--- src/rtl/mix_pkg.sv ---
// mix_pkg: shared state encoding, FIN lane coefficients and counter width for the mix engine
package mix_pkg;
  localparam int CNT_W = 8;
  typedef enum logic [2:0] {IDLE, PRE, MIX, FIN, DONE} state_t;
  function automatic int lane_mul(input int i);
    return 2 * i + 3;
  endfunction
  function automatic int lane_add(input int i);
    return i * i;
  endfunction
endpackage

--- src/rtl/mix_round_chain.sv ---
// mix_round_chain: combinational PRE/MIX lane chain where each lane sees already-updated lower lanes
module mix_round_chain
  import mix_pkg::*;
#(
  parameter int WIDTH = 32,
  parameter int LANES = 8
) (
  input  state_t                   mode_i,
  input  logic [LANES*WIDTH-1:0]   data_i,
  output logic [LANES*WIDTH-1:0]   data_o
);
  // In-place update inside the function models the ripple through the lanes
  function automatic logic [LANES*WIDTH-1:0] chain(input logic [LANES*WIDTH-1:0] v, input logic pre);
    logic [WIDTH-1:0] o [LANES];
    logic [LANES*WIDTH-1:0] r;
    for (int i = 0; i < LANES; i++) o[i] = v[i*WIDTH +: WIDTH] + (pre ? WIDTH'(i) : '0);
    for (int i = 0; i < LANES; i++)
      o[i] = pre ? o[i] + o[(i+LANES-1)%LANES]
                 : o[i] + o[(i+LANES-1)%LANES] - o[(i+LANES-2)%LANES];
    for (int i = 0; i < LANES; i++) r[i*WIDTH +: WIDTH] = o[i];
    return r;
  endfunction
  assign data_o = chain(data_i, mode_i == PRE);
endmodule

--- src/rtl/mix_engine_param.sv ---
// mix_engine_param: handshaked PRE / ROUNDS x MIX / FIN lane-mixing engine with held result
module mix_engine_param
  import mix_pkg::*;
#(
  parameter int WIDTH  = 32,
  parameter int LANES  = 8,
  parameter int ROUNDS = 16
) (
  input  logic                   clk,
  input  logic                   rst,
  input  logic                   in_valid,
  output logic                   in_ready,
  input  logic [LANES*WIDTH-1:0] in_data,
  output logic                   out_valid,
  input  logic                   out_ready,
  output logic [LANES*WIDTH-1:0] out_data,
  output logic                   busy
);
  state_t state_q, state_d;
  logic [LANES*WIDTH-1:0] data_q, data_d, chain_w;
  logic [CNT_W-1:0] cnt_q, cnt_d;
  function automatic logic [LANES*WIDTH-1:0] fin(input logic [LANES*WIDTH-1:0] v);
    logic [LANES*WIDTH-1:0] r;
    for (int i = 0; i < LANES; i++)
      r[i*WIDTH +: WIDTH] = v[i*WIDTH +: WIDTH] * WIDTH'(lane_mul(i)) + WIDTH'(lane_add(i));
    return r;
  endfunction
  mix_round_chain #(.WIDTH(WIDTH), .LANES(LANES)) u_chain (
    .mode_i(state_q),
    .data_i(data_q),
    .data_o(chain_w)
  );
  always_comb begin
    state_d = state_q;
    data_d  = data_q;
    cnt_d   = cnt_q;
    case (state_q)
      IDLE: if (in_valid) begin
        data_d  = in_data;
        state_d = PRE;
      end
      PRE: begin
        data_d  = chain_w;
        cnt_d   = '0;
        state_d = ROUNDS == 0 ? FIN : MIX;
      end
      MIX: begin
        data_d  = chain_w;
        cnt_d   = cnt_q + 1'b1;
        state_d = cnt_q == CNT_W'(ROUNDS - 1) ? FIN : MIX;
      end
      FIN: begin
        data_d  = fin(data_q);
        state_d = DONE;
      end
      DONE: state_d = out_ready ? IDLE : DONE;
      default: state_d = IDLE;
    endcase
  end
  always_ff @(posedge clk) begin
    if (rst) begin
      state_q <= IDLE;
      data_q  <= '0;
      cnt_q   <= '0;
    end else begin
      state_q <= state_d;
      data_q  <= data_d;
      cnt_q   <= cnt_d;
    end
  end
  assign in_ready  = state_q == IDLE;
  assign out_valid = state_q == DONE;
  assign busy      = state_q inside {PRE, MIX, FIN};
  assign out_data  = out_valid ? data_q : '0;
endmodule

--- config.mk ---
export PLATFORM = sky130hd
export DESIGN_NAME = mix_engine_param
export DESIGN_NICKNAME = d
export VERILOG_FILES = /design/src/rtl/mix_pkg.sv /design/src/rtl/mix_round_chain.sv /design/src/rtl/mix_engine_param.sv
export SDC_FILE = /design/constraint.sdc
export NUM_CORES = 2
export LEC_CHECK = 0
export ABC_AREA = 0
export CAP_MARGIN = 15
export CORE_UTILIZATION = 40
export CTS_BUF_LIST = sky130_fd_sc_hd__clkbuf_8
export DETAILED_ROUTE_END_ITERATION = 6
export GPL_TIMING_DRIVEN = 0
export MAX_ROUTING_LAYER = met4
export PLACE_DENSITY = 0.7
export SLEW_MARGIN = 25
export SYNTH_ARGS = -nofsm -noshare
export SYNTH_HDL_FRONTEND = slang
export SYNTH_SLANG_ARGS = --single-unit
--- constraint.sdc ---
create_clock -name clk -period 36.9 [get_ports clk]
set_clock_uncertainty 0.2 [all_clocks]
set_input_delay 7.38 -clock clk [delete_from_list [all_inputs] [get_ports clk]]
set_output_delay 7.38 -clock clk [all_outputs]
set_load 0.02 [all_outputs]
* After elaboration in Yosys (flattened, before gate mapping) *
Cells that the tools add are included.

word-level totals
  register bits after elaboration = 267
  input port bits = 260
  output and inout bits = 259
  logic and storage cells = 77

operators by class
  $add $sub $neg = 31
  multiply operators = 8
  equality and inequality tests = 6
  mux-type cells = 23
  reduce and logical (&&, ||, !) cells = 6

operator list
  cell                     number
  $pmux W256 S3            1
  $mux W256                2
  $add A32 B32 Y32         15
  $mux W32                 8
  $sub A32 B32 Y32         8
  $mul A32 B4 Y32 const B  4
  $add A32 B5 Y32 const B  2
  $add A32 B6 Y32 const B  2
  $mul A32 B3 Y32 const B  2
  $add A32 B1 Y32 const B  1
  $add A32 B3 Y32 const B  1
  $add A32 B4 Y32 const B  1
  $mul A32 B2 Y32 const B  1
  $mul A32 B5 Y32 const B  1
  $mux W3                  6
  $pmux W8 S2              1
  $pmux W3 S5              1
  $add A8 B1 Y8 const B    1
  $eq A8 B4 Y1 const B     1
  $eq A3 B2 Y1 const B     2
  $reduce_bool A3 Y1       2
  $mux W2                  2
  $eq A3 B1 Y1 const B     1
  $eq A3 B3 Y1 const B     1
  other kinds (6)          7

* Longest topological paths before layout *
  word-level depth = 28
  mapped depth = 130
  mapped depth without buffers = 123

* By module *
A second synthesis with hierarchy kept.

second synthesis, totals
  cell total of the unflattened synthesis = 8153
  area total of the unflattened synthesis = 61310.1 µm²

by module, submodules not included
  module            instances  cells each  area each (µm²)  seq. area each (µm²)
  mix_engine_param  1          4078        33205.6          5345.1
  mix_round_chain   1          4075        28104.5          0.0

* Least setup slack after synthesis *
Ideal clock, no wire load.

  path kind = register -> register
  start point = reg state_q[2]
  end point = reg data_q[255]
  library setup time = 117 ps
  arrival = 23092 ps
  data required time = 36583 ps
  slack = 13491 ps
  cell stages (with the launch flop) = 121
  path buffers = 7
  period minus slack after synthesis = 23409 ps
  cell sequence = dfxtp_1 buf_2 nor3b_2 buf_4 clkbuf_1 clkbuf_1 clkbuf_1 buf_1 clkbuf_1 ha_1 ha_1 nor3_1 a21oi_1 xnor2_1 ha_1 nor2b_1 o21ai_0 a21boi_0 [... 85 more ...] ha_1 and3_1 o211a_1 a2111oi_0 o21bai_1 a21oi_1 xnor2_1 ha_1 nor2b_1 a311oi_1 o221ai_1 a21oi_1 xor2_1 xnor2_1 xnor3_1 nor2_2 xnor3_1 a22o_1

between the ends
  longest elaborated chain between the ends = 28
  elaborated cells on any way between the ends = 47
  classes of those cells = add/sub: 23; eq/ne: 4; mux: 16; reduce/logical: 4

ends and longest elaborated chain
  element                   line                                           source
  start: declaration        mix_engine_param.sv:19                         state_t state_q, state_d;
  start signal: assignment  mix_engine_param.sv:66                         state_q <= state_d;
  $eq A3 B1 Y1              mix_round_chain.sv:23, mix_engine_param.sv:37
  $mux W3                   mix_round_chain.sv:16                          for (int i = 0; i < LANES; i++) o[i] = v[i*WIDTH +: WIDTH] + (pre ? WIDTH'(i) : '0);
  $add A32 B32 Y32          mix_round_chain.sv:16
  $add A32 B32 Y32          mix_round_chain.sv:18, mix_round_chain.sv:19
  $sub A32 B32 Y32          mix_round_chain.sv:19                          : o[i] + o[(i+LANES-1)%LANES] - o[(i+LANES-2)%LANES];
  $mux W32                  mix_round_chain.sv:18                          o[i] = pre ? o[i] + o[(i+LANES-1)%LANES]
  $add A32 B32 Y32          mix_round_chain.sv:18, mix_round_chain.sv:19
  $sub A32 B32 Y32          mix_round_chain.sv:19
  [... 12 more ...]         --
  $mux W32                  mix_round_chain.sv:18
  $add A32 B32 Y32          mix_round_chain.sv:18, mix_round_chain.sv:19
  $sub A32 B32 Y32          mix_round_chain.sv:19
  $mux W32                  mix_round_chain.sv:18
  $add A32 B32 Y32          mix_round_chain.sv:18, mix_round_chain.sv:19
  $sub A32 B32 Y32          mix_round_chain.sv:19
  $mux W32                  mix_round_chain.sv:18
  $pmux W256 S3             mix_engine_param.sv:37                         case (state_q)
  end signal: assignment    mix_engine_param.sv:67                         data_q <= data_d;
  end: declaration          mix_engine_param.sv:20                         logic [LANES*WIDTH-1:0] data_q, data_d, chain_w;

Several ways; a longest one is shown, not always the timed one.
A chain may end at the register's enable or synchronous reset.

* Final worst setup path *
Ends and elaborated chain as after synthesis.

==> results by stage <==
Status:
- The run finished, with violations left.
- The checks that failed: DRC.

Clocking:
- The H-tree depth is 3.
- The clock latency at the later pin of the worst-skew pair is 0.85 ns.
- The clock passes through at most 3 buffers.
- The total number of clock tree sinks is 267.
- The number of gates resized after CTS was 0.
- Buffers inserted to repair hold after CTS numbered 0.
- The TritonCTS clock tree is built.
- The clock tree root driver cell is clkbuf_8.
- The number of clock buffers added by TritonCTS is 67.
- Once the clock tree was built, the setup fixing pass inserted 0 buffers.
- The clock transition at the registers of the reported paths is 0.07 ns.

STA:
- Setup repair after global routing left no endpoint under its margin.
- The headroom to the max-slew limit is 13.2%.
- Timing would allow up to 27.7 MHz.
- The final count of pins violating max slew is 0.
- The shortest clock period the worst path allows after layout is 36.06 ns.
- Final hold analysis gives a worst-case slack of 0.304 ns.
- The number of hold-slack violations in the final timing report is 0.
- The final cycle utilization of the critical path is 97.7%.
- The final number of setup-violating endpoints is 0.
- The measured slew at the worst slew-check pin is 1.30 ns.

Synth:
- The fraction of synthesis flops using an asynchronous set or reset pin is 0%.
- The cell count after synthesis is 7958.
- The post-synthesis net count is 9581.
- During synthesis, Yosys emitted a total of 0 warnings.
- Counting flops with a built-in enable in the synthesized netlist gives 0.
- The cell area after synthesis is 60100 um2.
- Among all flip-flop cells after synthesis, the most frequent one is dfxtp_1.
- The average instance in the mapped netlist occupies 7.55 um2.
- For this run, the register share of the synthesized area comes to 8.89%.
- The number of synthesized register bits is 267.
- In this run, distinct cell masters in the synthesized netlist total 95.

Setup path:
- The critical path buffer and inverter count is 10.
- The type of element capturing the critical path is a flop.
- The slowest stage of the critical path belongs to the cell clkbuf_1.
- The number of gates on the worst path with buffers counted is 116.
- The highest net fanout along the worst path is 11.
- The critical path is of the flop to flop type.
- For this run, the slowest stage of the critical path takes 0.94 ns.
- The endpoint arrival time on the critical path is 36.60 ns.
- The cell family with the largest share of critical-path delay is compound AO/OA/AOI/OAI gates.
- For the worst flop-to-flop path, the logic depth is 116.
- In this design, the critical path's most frequently occurring cell is ha_1.
- The setup slack on the worst flop-to-flop path is 0.84 ns.
- Data on the critical path is required at its endpoint by 37.44 ns.
- The startpoint type of the worst setup path is a flop.

Global route:
- The global routing usage summed across all routing layers is 48.5%.
- Entering global routing, the biggest net connects 16 pins.
- The number of global-route vias before repair is 63000.
- The initial antenna violation count is 63.
- The first-pass GRT wire length is 498000 um.
- The sum of overflow across all layers after global routing is 0.

Drt:
- Dividing the detail-routed via count by the number of cells gives 6.43.
- The number of nets still failing antenna checks after routing is 0.
- The DRC violation count after routing is 2.
- The detailed router finished its first iteration with 9181 violations.
- The sum of routed wire length over all layers is 371000 um.
- The mean routed wirelength per cell is 34.6 um.
- Detailed routing inserted a total of 69000 vias.
- The number of iterations in the first detailed-routing pass is 7.

Hold path:
- The worst hold path class is flop to flop.
- The hold path depth is 2.

Floorplan:
- The x dimension of the die is 390 um.
- The number of rows in the core area is 141.
- The initial utilization of the core area, before any placement, comes to 40.5%.
- The region available for standard cell placement spans 148000 um2.
- The number of primary I/O pins is 519.
- In this run the vertical extent of the chip is 390 um.
- The die area is 152000 um2.

Run:
- Across the run, the number of max-cap violations was 0.

Layout:
- The signed area change from the synthesized netlist to the final layout is 19.4%.
- The final instance area is 71700 um2.
- The post-route netlist has 5.79% of its cells at a drive strength greater than 1.
- The number of nets in the final layout is 10300.
- After filler insertion, the fill cell instance count of the layout stands at 14900.
- Cells fill 48.4% of the core in the end.

Placement:
- The placed instances occupy a cell area of 70100 um2.
- Routability-driven placement finished with a final weighted congestion of 1.09.
- The sum of net half-perimeters after detailed placement is 308000 um.
- The count of buffers from port buffering is 517.
[worst paths after layout]
| kind | from | end |
|---|---|---|
| setup reg to reg | state_q[2] | data_q[255] |
| setup / recovery | state_q[2] | data_q[255] |
| hold / removal | cnt_q[1] | cnt_q[1] |
| hold reg to reg | cnt_q[1] | cnt_q[1] |
[area by class of cell]
type / instances / area [um2] / share of cell area, %
clock inverter: 39 / 319 / 0.445
buffer: 287 / 1250 / 1.74
inverter: 757 / 2840 / 3.96
clock buffer: 81 / 1110 / 1.55
timing repair buffer: 609 / 6970 / 9.71
multi-input combinational: 6647 / 51300 / 71.5
antenna: 45 / 113 / 0.157
tap: 2002 / 2500 / 3.49
sequential: 267 / 5350 / 7.45
[Yosys cell counts, drive strengths merged, types with 19 or more instances]
cell type  number  area (um2)
a211oi         90         676
and3          315        1970
o211ai         26         195
nor3          241        1210
and4           19         166
o21bai        103         773
buf            27         106
a21o          205        1540
dfxtp         267        5350
ha           1195       15000
o21a          102         766
or2            28         175
o31ai          52         395
fa            168        3360
o211a          31         310
a31oi          51         347
xnor2         425        3730
clkbuf        260         976
a2111oi        21         185
xor2          262        2300
a211o          26         228
or3            45         287
a21oi         808        4040
a311oi         23         208
inv           756        2840
nor2          611        2300
nand3          83         415
o21ai         496        2480
nand2         446        1670
nand4          37         231
and2           46         288
nand2b        111         694
nor2b          95         594
a221oi        154        1350
a21boi         50         375
[registers in the layout (all words and copies together), names as in the netlist]
signal and cells:
cnt_q 8, data_q 256, state_q 3
[per-layer routing]
layer | wire [um] | GRT usage, % | vias up | share of wire (%)
li1 | - | - | 30100 | -
met1 | 147000 | 61.1 | 33400 | 40
met2 | 150000 | 68.5 | 4521 | 40
met3 | 42400 | 10.7 | 995 | 11
met4 | 31300 | 33.0 | 0 | 8.4
met5 | 0 | - | - | 0
[worst min-delay path: stages, from the launching register on]
cell and delay, ns:
dfxtp_1 0.34, nand2_1 0.07, a21oi_1 0.05
[cells in the final DEF, fill, tap and decap left out, types with 47 or more instances in the layout]
cell / instances
nand2b_1: 111
nor2b_1: 95
a21o_1: 205
a21oi_1: 776
o21bai_1: 103
nor2_1: 609
inv_1: 765
clkbuf_2: 117
nand2_1: 446
ha_1: 1195
clkbuf_8: 81
xnor2_1: 417
dfxtp_1: 267
xor2_1: 249
nor3_1: 240
clkdlybuf4s50_1: 517
a21boi_0: 49
a221oi_1: 154
buf_16: 47
o21a_1: 102
a31oi_1: 47
fa_1: 168
nand3_1: 83
and3_1: 315
clkbuf_1: 144
a211oi_1: 90
o21ai_0: 440
[cell families after synthesis]
logic type	after synthesis	share of synthesized area [%]
and+or+nand+nor	2140	17.5
buffers and inverters	1044	6.53
AOI/OAI and AO/OA	2426	25.9
xor gates and xnor gates	692	10.2
adders and majority gates	1364	30.5
DFF	267	8.89
muxes	25	0.433
[stage by stage]
stage / std cells / setup WS [ns] / TNS, ns
floorplan: 7958 / 13.49 / 0
global placement: 10500 / -2.52 / -8.90
detailed placement: 10600 / 2.37 / 0
CTS: 10700 / 2.21 / 0
global route: 10700 / 0.248 / 0
finish: 10700 / 0.842 / 0
Power is not shown: default switching activity piles up to over one toggle a cycle in this logic, so the estimate is an artifact.
